<file path="src/rtl/pipemdu_pkg.sv">
// pipemdu_pkg: opcodes, FSM state encoding and shared constants for the
// EXE-stage multiply/divide unit. The divider is built only when the
// PIPEMDU_DIV_EN macro is defined.
package pipemdu_pkg;

  // Iteration count of one multiply or divide (one bit per cycle).
  localparam int MDU_ITER = 32;

  // MDU opcodes presented on emdop by the ID/EXE register; 9..15 act as NONE.
  localparam logic [3:0] OP_NONE  = 4'd0;
  localparam logic [3:0] OP_MULT  = 4'd1;
  localparam logic [3:0] OP_MULTU = 4'd2;
  localparam logic [3:0] OP_DIV   = 4'd3;
  localparam logic [3:0] OP_DIVU  = 4'd4;
  localparam logic [3:0] OP_MFHI  = 4'd5;
  localparam logic [3:0] OP_MFLO  = 4'd6;
  localparam logic [3:0] OP_MTHI  = 4'd7;
  localparam logic [3:0] OP_MTLO  = 4'd8;

  typedef enum logic [1:0] {
    ST_IDLE = 2'd0,
    ST_MUL  = 2'd1,
    ST_DIV  = 2'd2,
    ST_FIX  = 2'd3
  } mdu_state_e;

  // Quotient for x/0 is every bit set; replicated to the operand width.
  localparam logic DIVZ_Q_FILL = 1'b1;

  // True for every opcode that touches HI/LO and therefore must wait
  // while an operation is in flight. Disabled-divider builds treat
  // DIV/DIVU as NONE, so they never stall.
  function automatic logic is_md_op(input logic [3:0] op);
    logic r;
    r = 1'b0;
    case (op)
      OP_MULT, OP_MULTU, OP_MFHI, OP_MFLO, OP_MTHI, OP_MTLO: r = 1'b1;
`ifdef PIPEMDU_DIV_EN
      OP_DIV, OP_DIVU: r = 1'b1;
`endif
      default: r = 1'b0;
    endcase
    return r;
  endfunction

endpackage

</file>
<file path="src/rtl/pipemdu_if.sv">
// pipemdu_if: EXE-side bundle between the ID/EXE register (master) and the
// multiply/divide unit (slave).
//
// Handshake: there is no valid/ready pair. A nonzero emdop is the request;
// it is accepted at the rising edge in which stall is low. While stall is
// high the unit ignores emdop and the pipeline holds and re-presents the
// same instruction every cycle until stall drops. mdres is meaningful only
// in cycles where stall is low.
interface pipemdu_if #(
  parameter int MDU_W = pipemdu_pkg::MDU_ITER
);
  logic [MDU_W-1:0] ea;
  logic [MDU_W-1:0] eb;
  logic [3:0]       emdop;
  logic             stall;
  logic             busy;
  logic [MDU_W-1:0] mdres;
  logic [MDU_W-1:0] hi;
  logic [MDU_W-1:0] lo;

  modport master (
    output ea, eb, emdop,
    input  stall, busy, mdres, hi, lo
  );

  modport slave (
    input  ea, eb, emdop,
    output stall, busy, mdres, hi, lo
  );
endinterface

</file>
<file path="src/rtl/pipemdu_iter.sv">
// pipemdu_iter: iterative datapath of the MDU. Holds the 2W-bit
// accumulator (product, or remainder:quotient), the operand register and
// the iteration counter, and performs one shift-add (multiply) or one
// restoring subtract (divide, only with PIPEMDU_DIV_EN) per step.
module pipemdu_iter
  import pipemdu_pkg::*;
#(
  parameter int W = MDU_ITER
) (
  input  logic         clock,
  input  logic         resetn,
  input  logic         load,
`ifdef PIPEMDU_DIV_EN
  input  logic         is_div,
`endif
  input  logic         step,
  input  logic [W-1:0] acc_init,
  input  logic [W-1:0] opnd_init,
  output logic [W-1:0] acc_hi,
  output logic [W-1:0] acc_lo,
  output logic         last
);

  logic [W-1:0] hi_q, lo_q, opnd_q;
  logic [W-1:0] nxt_hi, nxt_lo;
  logic [W:0]   mul_sum;
  logic [5:0]   cnt_q;

`ifdef PIPEMDU_DIV_EN
  logic         div_q;
  logic [W:0]   shifted;
  logic [W:0]   diff;
`endif

  // One iteration: multiplier LSB selects the add, then shift right;
  // the divider shifts left and keeps the difference when it does not borrow.
  always_comb begin
    mul_sum = {1'b0, hi_q} + {1'b0, (lo_q[0] ? opnd_q : '0)};
    nxt_hi  = mul_sum[W:1];
    nxt_lo  = {mul_sum[0], lo_q[W-1:1]};
`ifdef PIPEMDU_DIV_EN
    shifted = {hi_q, lo_q[W-1]};
    diff    = shifted - {1'b0, opnd_q};
    if (div_q) begin
      nxt_hi = diff[W] ? shifted[W-1:0] : diff[W-1:0];
      nxt_lo = {lo_q[W-2:0], ~diff[W]};
    end
`endif
  end

  // Accumulator, operand and counter: cleared on load, advanced on step.
  always_ff @(posedge clock or negedge resetn) begin
    if (!resetn) begin
      hi_q   <= '0;
      lo_q   <= '0;
      opnd_q <= '0;
      cnt_q  <= '0;
    end else if (load) begin
      hi_q   <= '0;
      lo_q   <= acc_init;
      opnd_q <= opnd_init;
      cnt_q  <= '0;
    end else if (step) begin
      hi_q   <= nxt_hi;
      lo_q   <= nxt_lo;
      cnt_q  <= cnt_q + 6'd1;
    end
  end

`ifdef PIPEMDU_DIV_EN
  // Remember which algorithm this operation runs.
  always_ff @(posedge clock or negedge resetn) begin
    if (!resetn)   div_q <= 1'b0;
    else if (load) div_q <= is_div;
  end
`endif

  assign acc_hi = hi_q;
  assign acc_lo = lo_q;
  assign last   = (cnt_q == 6'(W - 1));

endmodule

</file>
<file path="src/rtl/pipemdu.sv">
// pipemdu: EXE-stage iterative multiply/divide unit with private HI/LO.
// Operations run in the background for 33 cycles; stall is raised only
// when a HI/LO-dependent instruction reaches EXE while busy.
// Optional divider: define PIPEMDU_DIV_EN to build DIV/DIVU.
module pipemdu
  import pipemdu_pkg::*;
#(
  parameter int MDU_W = MDU_ITER
) (
  input  logic       clock,
  input  logic       resetn,
  pipemdu_if.slave   bus,
  output logic [1:0] dbg_state
);

  localparam logic [1:0] S_IDLE = ST_IDLE;
  localparam logic [1:0] S_MUL  = ST_MUL;
`ifdef PIPEMDU_DIV_EN
  localparam logic [1:0] S_DIV  = ST_DIV;
`endif
  localparam logic [1:0] S_FIX  = ST_FIX;

  logic [1:0]       state;
  logic             op_mul, op_div, signed_op, sa, sb, load, step, last;
  logic [MDU_W-1:0] mag_a, mag_b, acc_init, opnd_init, acc_hi, acc_lo;
  logic [MDU_W-1:0] hi_q, lo_q, hi_fix, lo_fix;
  logic [2*MDU_W-1:0] prod_fix;
  logic             neg_res;
`ifdef PIPEMDU_DIV_EN
  logic             neg_rem, div_zero, res_div;
`endif

  assign op_mul    = (bus.emdop == OP_MULT) || (bus.emdop == OP_MULTU);
`ifdef PIPEMDU_DIV_EN
  assign op_div    = (bus.emdop == OP_DIV) || (bus.emdop == OP_DIVU);
`else
  assign op_div    = 1'b0;
`endif
  assign signed_op = (bus.emdop == OP_MULT) || (bus.emdop == OP_DIV);
  assign sa        = signed_op & bus.ea[MDU_W-1];
  assign sb        = signed_op & bus.eb[MDU_W-1];
  assign mag_a     = sa ? -bus.ea : bus.ea;
  assign mag_b     = sb ? -bus.eb : bus.eb;

  // Multiply shifts the multiplier through the low half; divide shifts the dividend.
  assign load      = (state == S_IDLE) && (op_mul || op_div);
  assign acc_init  = op_mul ? mag_b : mag_a;
  assign opnd_init = op_mul ? mag_a : mag_b;
`ifdef PIPEMDU_DIV_EN
  assign step      = (state == S_MUL) || (state == S_DIV);
`else
  assign step      = (state == S_MUL);
`endif

  pipemdu_iter #(.W(MDU_W)) u_iter (
    .clock     (clock),
    .resetn    (resetn),
    .load      (load),
`ifdef PIPEMDU_DIV_EN
    .is_div    (op_div),
`endif
    .step      (step),
    .acc_init  (acc_init),
    .opnd_init (opnd_init),
    .acc_hi    (acc_hi),
    .acc_lo    (acc_lo),
    .last      (last)
  );

  // Control FSM: issue from IDLE, iterate, then one FIX edge writes HI/LO.
  always_ff @(posedge clock or negedge resetn) begin
    if (!resetn) begin
      state <= S_IDLE;
    end else begin
      case (state)
        S_IDLE: begin
          if (op_mul)      state <= S_MUL;
`ifdef PIPEMDU_DIV_EN
          else if (op_div) state <= S_DIV;
`endif
        end
        S_MUL:   if (last) state <= S_FIX;
`ifdef PIPEMDU_DIV_EN
        S_DIV:   if (last) state <= S_FIX;
`endif
        S_FIX:   state <= S_IDLE;
        default: state <= S_IDLE;
      endcase
    end
  end

  // Signs are captured at issue because ea/eb move on once the op is accepted.
  always_ff @(posedge clock or negedge resetn) begin
    if (!resetn) begin
      neg_res  <= 1'b0;
`ifdef PIPEMDU_DIV_EN
      neg_rem  <= 1'b0;
      div_zero <= 1'b0;
      res_div  <= 1'b0;
`endif
    end else if (load) begin
      neg_res  <= sa ^ sb;
`ifdef PIPEMDU_DIV_EN
      neg_rem  <= sa;
      div_zero <= op_div && (bus.eb == '0);
      res_div  <= op_div;
`endif
    end
  end

  // Sign fix-up. x/0 forces an all-ones quotient; the remainder path
  // already reproduces the dividend because its sign is restored.
  always_comb begin
    prod_fix = neg_res ? -{acc_hi, acc_lo} : {acc_hi, acc_lo};
    hi_fix   = prod_fix[2*MDU_W-1:MDU_W];
    lo_fix   = prod_fix[MDU_W-1:0];
`ifdef PIPEMDU_DIV_EN
    if (res_div) begin
      hi_fix = neg_rem ? -acc_hi : acc_hi;
      if (div_zero)     lo_fix = {MDU_W{DIVZ_Q_FILL}};
      else if (neg_res) lo_fix = -acc_lo;
      else              lo_fix = acc_lo;
    end
`endif
  end

  // HI/LO: written by FIX, or by MTHI/MTLO accepted in IDLE.
  always_ff @(posedge clock or negedge resetn) begin
    if (!resetn) begin
      hi_q <= '0;
      lo_q <= '0;
    end else if (state == S_FIX) begin
      hi_q <= hi_fix;
      lo_q <= lo_fix;
    end else if (state == S_IDLE) begin
      if (bus.emdop == OP_MTHI) hi_q <= bus.ea;
      if (bus.emdop == OP_MTLO) lo_q <= bus.ea;
    end
  end

  // Move-from result reads the registers as they stand this cycle.
  always_comb begin
    bus.mdres = '0;
    if (bus.emdop == OP_MFHI)      bus.mdres = hi_q;
    else if (bus.emdop == OP_MFLO) bus.mdres = lo_q;
  end

  assign bus.busy  = (state != S_IDLE);
  assign bus.stall = bus.busy && is_md_op(bus.emdop);
  assign bus.hi    = hi_q;
  assign bus.lo    = lo_q;
  assign dbg_state = state;

endmodule

</file>
<file path="src/flat_wrapper.sv">
// flat-port wrapper written by rule: the top's interface ports become plain ports
module pipemdu_flat import pipemdu_pkg::*;
#(
  parameter int MDU_W = MDU_ITER
)
  (clock, resetn, dbg_state, bus_ea, bus_eb, bus_emdop, bus_stall, bus_busy, bus_mdres, bus_hi, bus_lo);
  pipemdu_if #(.MDU_W(MDU_W)) bus_i ();
  input  logic clock;
  input  logic resetn;
  output logic [1:0] dbg_state;
  input wire logic [$bits(bus_i.ea)-1:0] bus_ea;
  input wire logic [$bits(bus_i.eb)-1:0] bus_eb;
  input wire logic [$bits(bus_i.emdop)-1:0] bus_emdop;
  output wire logic [$bits(bus_i.stall)-1:0] bus_stall;
  output wire logic [$bits(bus_i.busy)-1:0] bus_busy;
  output wire logic [$bits(bus_i.mdres)-1:0] bus_mdres;
  output wire logic [$bits(bus_i.hi)-1:0] bus_hi;
  output wire logic [$bits(bus_i.lo)-1:0] bus_lo;
  assign bus_i.ea = bus_ea;
  assign bus_i.eb = bus_eb;
  assign bus_i.emdop = bus_emdop;
  assign bus_stall = bus_i.stall;
  assign bus_busy = bus_i.busy;
  assign bus_mdres = bus_i.mdres;
  assign bus_hi = bus_i.hi;
  assign bus_lo = bus_i.lo;
  pipemdu #(.MDU_W(MDU_W)) u_core (.clock(clock), .resetn(resetn), .bus(bus_i), .dbg_state(dbg_state));
endmodule
</file>
<file path="config.mk">
export PLATFORM = sky130hd
export DESIGN_NAME = pipemdu_flat
export DESIGN_NICKNAME = d
export VERILOG_FILES = /design/src/rtl/pipemdu_pkg.sv /design/src/rtl/pipemdu_if.sv /design/src/rtl/pipemdu_iter.sv /design/src/rtl/pipemdu.sv /design/src/flat_wrapper.sv
export SDC_FILE = /design/constraint.sdc
export NUM_CORES = 1
export LEC_CHECK = 0
export ABC_CLOCK_PERIOD_IN_PS = 3100
export CAP_MARGIN = 15
export CELL_PAD_IN_SITES_DETAIL_PLACEMENT = 0
export CELL_PAD_IN_SITES_GLOBAL_PLACEMENT = 1
export CORE_ASPECT_RATIO = 1.4
export CORE_UTILIZATION = 39
export CTS_BUF_LIST = sky130_fd_sc_hd__clkbuf_2 sky130_fd_sc_hd__clkbuf_4 sky130_fd_sc_hd__clkbuf_8
export DETAILED_ROUTE_END_ITERATION = 12
export PLACE_DENSITY = 0.86
export SYNTH_ARGS = -nofsm -noshare
export SYNTH_HDL_FRONTEND = slang
export SYNTH_SLANG_ARGS = --single-unit
</file>
<file path="constraint.sdc">
create_clock -name clock -period 3.1 [get_ports clock]
set_input_delay 0.31 -clock clock [delete_from_list [all_inputs] [get_ports clock]]
set_output_delay 0.31 -clock clock [all_outputs]
set_load 0.005 [all_outputs]
</file>
---- Yosys cells after proc, flatten, opt, wreduce, memory -nomap -nowiden ----
Index checks and enable logic that the tools add are counted.
storage, ports and cells
  word-level logic and storage cells ...... 66
  output and inout bits ................... 100
  bits of input ports ..................... 70
  register bits after elaboration ......... 169
operators by class
  add/subtract/negate cells ............... 5
  reduce and logical (&&, ||, !) cells .... 14
  eq/ne operators ......................... 12
  bitwise logic cells ..................... 3
  muxes and demuxes ....................... 24
operators by type and width
  cell                                                             number
  32-bit two-way mux                                               17
  64-bit two-way mux                                               1
  32-bit negation                                                  2
  64-bit negation                                                  1
  32-bit by 32-bit adder with 33-bit output                        1
  4-bit by 3-bit == test with 1-bit output, second input constant  3
  6-bit two-way mux                                                2
  2-bit nonzero test                                               5
  4-bit by 2-bit == test with 1-bit output, second input constant  2
  6-bit by 1-bit adder with 6-bit output, second input constant    1
  6-bit by 5-bit == test with 1-bit output, second input constant  1
  2-bit AND reduction                                              3
  6-bit OR reduction                                               1
  4-bit by 1-bit == test with 1-bit output, second input constant  1
  4-bit == test, second input constant                             1
  2-bit two-way mux                                                2
  2-bit case mux with 2 select lines                               1
  1-bit bitwise AND                                                2
  2-bit by 1-bit == test with 1-bit output, second input constant  1
  2-bit == test, second input constant                             1
  1-bit logical AND                                                2
  2-bit zero test                                                  1
  1-bit logical OR                                                 2
  2-bit by 1-bit != test with 1-bit output, second input constant  1
  3 further kinds                                                  3

---- Depth between registers and ports, before layout ----
Gate-level depths: netlist (run 1).
  depth in word-level cells ............... 6
  gate-level depth with buffers ........... 14

---- Hierarchy ----
A second synthesis (run 1) with hierarchy kept.
second synthesis, totals
  cells, all modules ...................... 1,478
  area total of the unflattened synthesis .. 13,095.1 um^2
by module, submodules not included
  module        instances  cells an instance  sequential area each (um^2)  area each (um^2)
  pipemdu       1          845                1,676.6                      6,984.2
  pipemdu_iter  1          633                2,552.4                      6,110.9

---- Worst setup path after synthesis (run 1) ----
Ideal clock, no wire load.
  path type ............................... reg-to-reg
  from .................................... register u_core.u_iter.lo_q[0] (netlist: u_core.u_iter.acc_lo[0])
  to ...................................... register u_core.u_iter.hi_q[25] (netlist: u_core.u_iter.acc_hi[25])
  data arrival time ....................... 3.157 ns
  path slack .............................. -0.178 ns
  library setup time ...................... 0.122 ns
  stages on the path, launching flop included .. 15
  period minus slack after synthesis ...... 3.278 ns
  required time ........................... 2.978 ns
  cell sequence ........................... dfrtp_1 > clkbuf_1 > clkbuf_1 > and2_1 > ha_1 > fa_1 > a211oi_1 > o21ai_0 > o2111ai_1 > o211ai_1 > o22a_1 > a31oi_1 > o21ai_0 > or3_1 > o2111a_1
on the way
  word-level cells in the longest chain between the ends .. 4
ends and longest elaborated chain
  element                                    line                RTL
  start, declared                            pipemdu_iter.sv:24  logic [W-1:0] hi_q, lo_q, opnd_q;
  start signal, assigned                     pipemdu_iter.sv:60  lo_q <= acc_init;
  start signal, assigned                     pipemdu_iter.sv:65  lo_q <= nxt_lo;
  32-bit two-way mux                         pipemdu_iter.sv:38  mul_sum = {1'b0, hi_q} + {1'b0, (lo_q[0] ? opnd_q : '0)};
  32-bit by 32-bit adder with 33-bit output  pipemdu_iter.sv:38
  32-bit two-way mux                         pipemdu_iter.sv:63  end else if (step) begin
  32-bit two-way mux                         pipemdu_iter.sv:58  end else if (load) begin
  end signal, assigned                       pipemdu_iter.sv:64  hi_q <= nxt_hi;
  end, declared                              pipemdu_iter.sv:24
No other way between the ends. The select of a mux whose other input is x is not followed.
A chain may end at the register's enable or synchronous reset.

---- Worst setup path in the final report (run 1) ----
  from .................................... register u_core.u_iter.hi_q[14] (netlist: u_core.u_iter.acc_hi[14])
  to ...................................... register u_core.hi_q[31] (netlist: u_core.bus.hi[31])
on the way
  word-level cells in the longest chain between the ends .. 3
ends and longest elaborated chain
  element               line            RTL
  64-bit negation       pipemdu.sv:114  prod_fix = neg_res ? -{acc_hi, acc_lo} : {acc_hi, acc_lo};
  64-bit two-way mux    pipemdu.sv:114
  32-bit two-way mux    pipemdu.sv:132  end else if (state == S_FIX) begin
  end signal, assigned  pipemdu.sv:133  hi_q <= hi_fix;
  end signal, assigned  pipemdu.sv:136  if (bus.emdop == OP_MTHI) hi_q <= bus.ea;
  end, declared         pipemdu.sv:26   logic [MDU_W-1:0] hi_q, lo_q, hi_fix, lo_fix;
No other way between the ends.

==> impl.org, run 1 <==
** Run status
- Run status :: finished clean

** Timing
- Slew at the pin with the worst max-slew slack :: 0.788 ns
- Of the available clock period, the critical path in the final layout requires 0.995.
- Derived from the worst setup path, the maximum achievable clock frequency is 324 MHz.
- The number of max-slew violations in the final report was 0.
- The count of final hold-check violations came to 0.
- Setup slack on the critical path of the routed design comes to 0.0163 ns.
- Summed over all failing endpoints, the final setup total negative slack is 0 ns.
- Setup violations remaining at the end of the flow were counted as 0.
- Post-layout min period :: 3.08 ns
- Worst clock skew :: 0.0198 ns
- The worst pin sits at a relative slew slack of 0.473.
- Setup repair after global routing could not meet its margin everywhere.

** Detailed routing
- The detailed router placed 11,400 vias in this run.
- Per-cell via count in the routed design :: 5.69
- The first routing iteration left 729 violations.
- Post-detailed-route wirelength per cell :: 20.2 microns
- ANT nets after route :: 0
- Detailed-route DRC error count :: 0
- Summed over all layers, the routed wires come to 40.5 mm.
- The first TritonRoute pass finished after 5 iterations.

** Worst setup path
- Critical path data required time :: 3.50 ns
- The worst setup path is launched from a register.
- Crit path DAT :: 3.48 ns
- Class of the most critical setup path :: register to register
- Of all nets on the critical path, the largest fanout is 3.
- Endpoint kind of the worst setup timing path :: register
- Counting cells, the worst reg-to-reg path comes to 9.

** Synthesis
- By area, the combinational part of the netlist is dominated by compound AO/OA/AOI/OAI gates.
- Synthesis produced 1,394 cells.
- Of the total synthesized cell area, the portion taken by AND, OR, NAND and NOR gates is 0.183.
- Register bit count reported by yosys :: 169
- Multiplexer fraction of the synthesized cell area :: 0.0450
- Dividing the synthesized area by the synthesized cell count gives 8.52 sq um.
- Main synth FF type :: sky130_fd_sc_hd__dfrtp_1
- Number of synthesized flops with an enable pin :: 0
- Sequential cell area fraction in the yosys report :: 0.356
- In this run, distinct cell masters in the synthesized netlist total 64.
- The synthesized netlist occupies a cell area of 11,900 sq um.
- Synthesis warning total :: 0
- Syn_nets :: 1,504
- Of the total synthesized cell area, the portion taken by XOR and XNOR cells is 0.108.
- The share of the synthesized area in compound gates (AO/OA/AOI/OAI) is 0.229.
- After synthesis, the share of flip-flops with an asynchronous set or reset is 1.00.
- Adder and majority gate portion of the synthesized area :: 0.0428

** Run
- Max capacitance violation total :: 0

** CTS
- The cell sitting at the root of the clock tree is a sky130_fd_sc_hd__clkbuf_8.
- Clock tree synthesis found a total of 169 sinks.
- Buffers inserted during clock tree synthesis total 17.
- Clk buf depth :: 2
- The clock tree synthesis step divided the H-tree into 4 levels.
- Clock tree from TritonCTS :: built
- The later pin in the worst-skew pair is clocked with a latency of 0.50 ns.
- After clock tree synthesis, the clock-pin slew on the worst setup and hold paths is 0.10 ns.

** GRT
- The number of global-route vias before repair is 11,200.
- Remaining Overflow, GRT :: 0
- Overall global routing resource usage :: 0.263
- Entering global routing, the biggest net connects 74 pins.
- The initial antenna violation count came to 0.
- The first global-routing pass estimated 62.3 mm of wire.

** Pwr
- The share of total power dissipated in the clock network is 0.126.
- In this run the power density over the cells is 883 nW/um^2.
- Comb pwr share :: 0.544
- Maximum resistive drop on vdd :: 458 uV
- Flop pwr share :: 0.330
- Of the total power, the share spent switching nets is 0.438.
- Internal power comes to 7.56 mW.
- Summed over all nets, the switching power comes to 5.90 mW.
- Summed over all cells, the static leakage comes to 6.48 nW.

** Floorplanning
- From left edge to right edge, the die measures 150 microns.
- The core region is 29,900 sq um.
- Die Area :: 31,200 sq um
- Chip Height :: 209 microns
- Initial Util :: 0.397
- In this run the count of I/O pins placed on the die edge is 170.
- Standard-cell row count :: 75

** Cells and area
- Final standard cell count with taps included and fillers excluded :: 2,007
- Of the cells placed in the final design, the portion with a size suffix greater than 1 is 0.121.
- Count of antenna diodes in the layout :: 0
- After the last flow step, the layout net total stands at 1,719.
- Synth-to-Final Area Change :: 28.3%

** Placed design
- Input and output buffers added on the ports amount to 169.
- Placed insts :: 1,969
- Prior to clock tree synthesis, the placed netlist has a worst setup slack of -0.0435 ns.
- Summed over all nets, the half-perimeter wirelength after detailed placement is 31.7 mm.
- Routability-driven placement finished with a final weighted congestion of 0.924.

** Min path
- HP Class :: input port to async pin
-- synthesized netlist by cell type (all sizes together) (6+ instances only) --
| cell | instances | area [sq um] |
|---|---|---|
| dfrtp | 169 | 4230 |
| buf | 7 | 33.8 |
| nand3 | 16 | 85.1 |
| xnor2 | 57 | 499 |
| a21oi | 82 | 410 |
| o41ai | 14 | 123 |
| or4 | 16 | 131 |
| a31oi | 7 | 43.8 |
| inv | 25 | 93.8 |
| nor4 | 13 | 81.3 |
| nor2 | 124 | 468 |
| mux2i | 50 | 500 |
| nor2b | 8 | 50.1 |
| nor3b | 10 | 75.1 |
| nand2b | 11 | 68.8 |
| and3 | 6 | 37.5 |
| clkbuf | 82 | 308 |
| or3 | 21 | 136 |
| o31ai | 27 | 203 |
| nor3 | 21 | 128 |
| nand4 | 9 | 56.3 |
| a22o | 32 | 280 |
| a21o | 33 | 248 |
| o21ai | 142 | 711 |
| nand2 | 146 | 548 |
| ha | 39 | 488 |
| xor2 | 90 | 788 |
| a221oi | 15 | 131 |
| a211oi | 34 | 255 |
| and2 | 38 | 238 |
-- what timing repair did --
item                       4_1_cts  5_1_grt
pin swaps                        1        7
setup buffers                    0        5
hold buffers                     1        0
cloned                           0        0
gates resized for setup          1       24
hold endpoints to repair        52        0
setup endpoints to repair        5       26
-- registers in the layout, summed over array words and instances, names as in the netlist --
register,count
u_core.u_iter.acc_hi,32
u_core.u_iter.opnd_q,32
u_core.u_iter.cnt_q,6
u_core.dbg_state,2
u_core.neg_res,1
u_core.bus.hi,32
u_core.bus.lo,32
u_core.u_iter.acc_lo,32
-- final timing paths --
| kind | start | slack (ns) | end |
|---|---|---|---|
| worst max-delay path | u_core.u_iter.acc_hi[14]$_DFFE_PN0P_ | 0.02 | u_core.bus.hi[31]$_DFFE_PN0P_ |
| worst min-delay path | resetn | 0.34 | u_core.u_iter.acc_lo[20]$_DFFE_PN0P_ |
| worst max register to register | u_core.u_iter.acc_hi[14]$_DFFE_PN0P_ | 0.02 | u_core.bus.hi[31]$_DFFE_PN0P_ |
| worst min register to register | u_core.u_iter.opnd_q[7]$_DFFE_PN0P_ | 0.49 | u_core.u_iter.opnd_q[7]$_DFFE_PN0P_ |
| max in group asynchronous | resetn | 1.90 | u_core.bus.hi[17]$_DFFE_PN0P_ |
| min in group clock | bus_eb[1] | 0.48 | u_core.u_iter.acc_lo[1]$_DFFE_PN0P_ |
-- power by group through the flow --
stage / Clock [mW] / Combinational (mW) / Sequential [mW]
final: 1.70 / 7.32 / 4.43
after global routing: 1.81 / 8.01 / 4.54
after CTS: 1.73 / 7.23 / 4.40
after detailed placement: 0 / 7.19 / 4.44
after global placement: 0 / 7.10 / 4.40
after floorplan: 0 / 4.12 / 4.19
-- final cells by class --
cell class              count  area, sq um
fillers                  2827        14700
well taps                 385          482
multi-input cells        1111         7400
clock buffers              18          248
repair buffers            285         2630
inverters                  25         93.8
clock inverters            14          163
flip-flops and latches    169         4230
-- metal layers --
layer	global-route usage	part of all wire	vias to the layer above
met5	0	0	-
met3	0.0322	0.044	83
met2	0.465	0.51	389
met1	0.311	0.40	5521
met4	0.125	0.049	0
li1	-	-	5429
-- critical path: stages (launching register included) --
cell	delay, ns
sky130_fd_sc_hd__dfrtp_1	0.39
sky130_fd_sc_hd__or4_4	0.53
sky130_fd_sc_hd__or4_4	0.43
sky130_fd_sc_hd__or3_4	0.35
sky130_fd_sc_hd__nand2b_4	0.15
sky130_fd_sc_hd__nand2b_4	0.15
sky130_fd_sc_hd__or3_4	0.40
sky130_fd_sc_hd__o311ai_4	0.22
sky130_fd_sc_hd__o41ai_2	0.11
sky130_fd_sc_hd__a211oi_1	0.26
-- layout by cell type (no fill, tap or decap), types with 12 or more instances in the layout --
master	n
sky130_fd_sc_hd__clkdlybuf4s50_1	168
sky130_fd_sc_hd__and2_1	37
sky130_fd_sc_hd__a221oi_1	15
sky130_fd_sc_hd__o41ai_1	12
sky130_fd_sc_hd__nor2_1	121
sky130_fd_sc_hd__or3_1	16
sky130_fd_sc_hd__a211oi_1	33
sky130_fd_sc_hd__nor3_1	18
sky130_fd_sc_hd__nand2_1	145
sky130_fd_sc_hd__o31ai_1	27
sky130_fd_sc_hd__clkbuf_8	18
sky130_fd_sc_hd__dfrtp_1	168
sky130_fd_sc_hd__ha_1	36
sky130_fd_sc_hd__xor2_1	90
sky130_fd_sc_hd__nor4_1	12
sky130_fd_sc_hd__nand3_1	14
sky130_fd_sc_hd__a22o_1	32
sky130_fd_sc_hd__buf_4	109
sky130_fd_sc_hd__o21ai_0	138
sky130_fd_sc_hd__mux2i_1	50
sky130_fd_sc_hd__a21o_1	33
sky130_fd_sc_hd__xnor2_1	57
sky130_fd_sc_hd__inv_1	25
sky130_fd_sc_hd__a21oi_1	79
-- cell families after synthesis --
kind of cell    Yosys count
xor+xnor                147
simple gates            448
fa+ha+maj                40
buf+inv                 114
flops                   169
mux                      53
compound gates          423
-- per-stage QoR --
step / utilization / power, mW / instance area (sq um) / hold slack [ns]
2_1_floorplan: - / 8.30 / 11900 / 0.0144
3_3_place_gp: 0.491 / 11.5 / 14700 / 0.298
3_5_place_dp: 0.491 / 11.6 / 14700 / 0.306
4_1_cts: 0.505 / 13.4 / 15100 / 0.327
5_1_grt: 0.509 / 14.4 / 15200 / 0.350
6_report: 0.509 / 13.5 / 15200 / 0.337
(Power assumes the default switching activity.)
==> run 2, diff against run 1 <==
- SETUP_SLACK_MARGIN: not set -> 0.5
==> run 2 against run 1 <==
  * Design area grew 13%
  * Clock-buffer cell count is 4 higher
  * Clock power barely moved
  * Die area stayed put
  * Combinational power up 21%
  * Total power grew 14%
  * Register-to-register slack improved by 0.04 ns
  * Sequential share of layout area fell by 3.1 points
  * Global-route usage is 1.0 points higher
  * Critical path type unchanged
==> impl.org, run 2 (synthesis gave the netlist of run 1 again) <==
** CTS
- Insertion delay of the later-clocked pin in the worst-skew pair :: 0.52 ns (+0.02 ns)
- Root buffer selected by CTS :: sky130_fd_sc_hd__clkbuf_8
- The CTS buffer count was 17 (unchanged).
- The deepest level of the CTS H-tree was 4 (unchanged).
- Clock slew at reported path FFs :: 0.09 ns (about the same)
- Clk buf depth :: 2 (unchanged)
- The clock sink count is 169 (unchanged).
- Clock tree from TritonCTS :: built

** Floorplanning
- Initial Util :: 0.397 (unchanged)
- The number of standard-cell rows in the floorplan was 75 (unchanged).
- Die Area :: 31,200 sq um (unchanged)
- Core ar. :: 29,900 sq um (unchanged)
- The die boundary width is 150 microns (unchanged).
- The floorplan die height is 209 microns (unchanged).
- The boundary pin count came to 170 (unchanged).

** Detailed routing
- Via total after detailed routing :: 11,900 (+4.2%)
- Number of DRC violations after detailed-routing iteration 0 :: 880 (+21%)
- Per-cell via count in the routed design :: 5.77 (+1.4%)
- The post-detailed-route DRC marker count is 0 (unchanged).
- The aggregate routed wire length came to 42.1 mm (+4.1%).
- Post-detailed-route wirelength per cell :: 20.4 microns (+1.4%)
- Number of search-and-repair iterations in the first detailed-routing pass :: 5 (unchanged)
- The remaining antenna violation count came to 0 (unchanged).

** Worst setup path
- The endpoint required time on the critical path was 3.53 ns (+0.03 ns).
- Worst setup path endpoint :: u_core.bus.hi[31]$_DFFE_PN0P_
- Class of the most critical setup path :: register to register
- The worst register-to-register path begins at u_core.u_iter.acc_hi[14]$_DFFE_PN0P_.
- Max stage delay cell, worst path :: sky130_fd_sc_hd__or4_4
- Endpoint kind of the worst setup timing path :: register
- End of the worst register-to-register path :: u_core.bus.hi[31]$_DFFE_PN0P_
- Traced cell by cell, the critical path runs through or4_4, or4_4, or3_4, nand2b_4, nand2b_4, or3_4, o311ai_2, o41ai_1, a211oi_1.
- The signal arrival time at the worst endpoint came to 3.47 ns (about the same).
- The longest individual stage delay on the worst path was 0.54 ns (about the same).
- Largest fanout of any net on the critical path :: 3 (unchanged)
- Crit path launch type :: register
- The critical path starts at u_core.u_iter.acc_hi[14]$_DFFE_PN0P_.
- Register-to-register setup slack :: 0.05 ns (+0.04 ns)
- The number of cells traversed by the worst register-to-register path was 9 (unchanged).

** Cells and area
- Compared with the post-synthesis result, the final layout area differs by 44.7%.
- Sequential cell area :: 4230 sq um (about the same)
- The share of cells above drive strength 1 was 0.255 (+0.135).
- The final-layout fill cell count came to 2,508 (-11%).
- Most common cell after layout, fill and taps aside :: sky130_fd_sc_hd__dfrtp_1
- Number of nets in the finished design :: 1,775 (+3.3%)
- Leaving out fill and tap cells, the most frequent cells in the layout are sky130_fd_sc_hd__dfrtp_1 (166), sky130_fd_sc_hd__clkdlybuf4s50_1 (164), sky130_fd_sc_hd__buf_4 (137).
- Count of antenna diodes in the layout :: 0 (unchanged)
- The multi-input combinational cell area came to 8750 sq um (+18%).

** Placed design
- The post-detailed-placement half-perimeter wirelength is 29.7 mm (-6.2%).
- IO Port Bufs :: 169 (unchanged)
- The global placement routability congestion was 0.922 (-0.22%).

** Timing
- Post-route fraction of the period consumed by the critical path :: 0.982 (-0.0124)
- The maximum clock rate is 328 MHz (+1.3%).
- Slew at the pin with the worst max-slew slack :: 1.34 ns (+0.550 ns)
- The minimum clock period after layout is 3.05 ns (-0.0386 ns).
- The remaining max-slew budget at the tightest pin is 0.108 (-0.366).
- The sum of negative setup slack was 0 ns (unchanged).
- RSZ-0062 raised after global routing :: true
- Worst clock skew :: 0.0190 ns (-0.000793 ns)
- Final Hold Viols :: 0 (unchanged)
- Pins over their slew limit :: 0 (unchanged)
- The final setup violation count was 0 (unchanged).

** GRT
- The number of global-route vias before repair came to 11,900 (+6.4%).
- The total global-route track usage was 0.273 (+0.00995).
- Remaining Overflow, GRT :: 0 (unchanged)
- The global-route wire length before repair came to 65.3 mm (+4.8%).
- The maximum number of pins on one net before global-route repair came to 99 (+34%).
- Number of antenna violations at the first check in global routing :: 0 (unchanged)

** Run
- Max capacitance violation total :: 0 (unchanged)

** Min path
- In this run the worst hold path is classified as input port to async pin.

** Pwr
- The static leakage came to 7.12 nW (+9.8%).
- The total design power was 15.3 mW (+14%).
- The power per standard cell area is 891 nW/um^2 (+0.97%).
- Maximum resistive drop on vdd :: 417 uV (-8.8%)

** Run status
- Run status :: finished clean
run 2: power breakdown:
group	leakage [nW]	switching (mW)	internal, mW	total (mW)
Sequential	2.07	1.43	3.28	4.71
Clock	0.207	0.859	0.865	1.72
Combinational	4.83	4.30	4.58	8.88
Total	7.12	6.59	8.73	15.3
run 2: worst min path at each step:
stage	startpoint	to	slack (ns)	cells after the start
floorplan	resetn	u_core.bus.hi[0]$_DFFE_PN0P_	0.01	0
global placement	resetn	u_core.bus.lo[27]$_DFFE_PN0P_	0.38	1
detailed placement	resetn	u_core.u_iter.acc_lo[25]$_DFFE_PN0P_	0.38	1
CTS	resetn	u_core.u_iter.acc_hi[3]$_DFFE_PN0P_	0.39	2
global route	resetn	u_core.u_iter.acc_lo[25]$_DFFE_PN0P_	0.44	2
finish	resetn	u_core.u_iter.acc_lo[25]$_DFFE_PN0P_	0.39	2
run 2: worst max-delay path: cells and delay by family (launching register included):
| kind | cells | cell delay (ns) |
|---|---|---|
| AO/OA/AOI/OAI | 3 | 0.52 |
| flip-flops | 1 | 0.39 |
| AND/OR/NAND/NOR | 6 | 2.05 |
run 2: per-stage QoR:
step           setup WS, ns  hold WS (ns)  area [sq um]   util  std cells
6_report             0.0549         0.392         17200  0.574       2061
5_1_grt             -0.0340         0.438         17200  0.574       2061
4_1_cts              0.0675         0.392         16500  0.550       2045
3_5_place_dp        -0.0715         0.378         14900  0.496       1975
3_3_place_gp        -0.0626         0.379         14900  0.496       1975
2_1_floorplan        0.0358        0.0144         12100      -       1394
run 2: metal layers:
metal | vias up | track usage | routed length [microns]
li1 | 5543 | - | -
met5 | - | 0 | 0
met3 | 113 | 0.0439 | 2290
met4 | 0 | 0.145 | 2030
met2 | 452 | 0.462 | 21300
met1 | 5791 | 0.327 | 16500
run 2: final cells by class:
| type | instances | area share |
|---|---|---|
| Multi-Input combinational cell | 1111 | 0.509 |
| Sequential cell | 169 | 0.246 |
| Timing Repair Buffer | 341 | 0.187 |
| Tap cell | 385 | 0.0280 |
| Clock buffer | 22 | 0.0169 |
| Clock inverter | 8 | 0.00699 |
| Inverter | 25 | 0.00546 |
run 2: timing repair:
| item | CTS | global route |
|---|---|---|
| pin swaps | 79 | 66 |
| cloned | 2 | 0 |
| resized for setup | 170 | 124 |
| hold buffers | 1 | 0 |
| setup endpoints to repair | 91 | 71 |
| endpoints found under the hold margin | 69 | 0 |
| setup buffers | 37 | 16 |
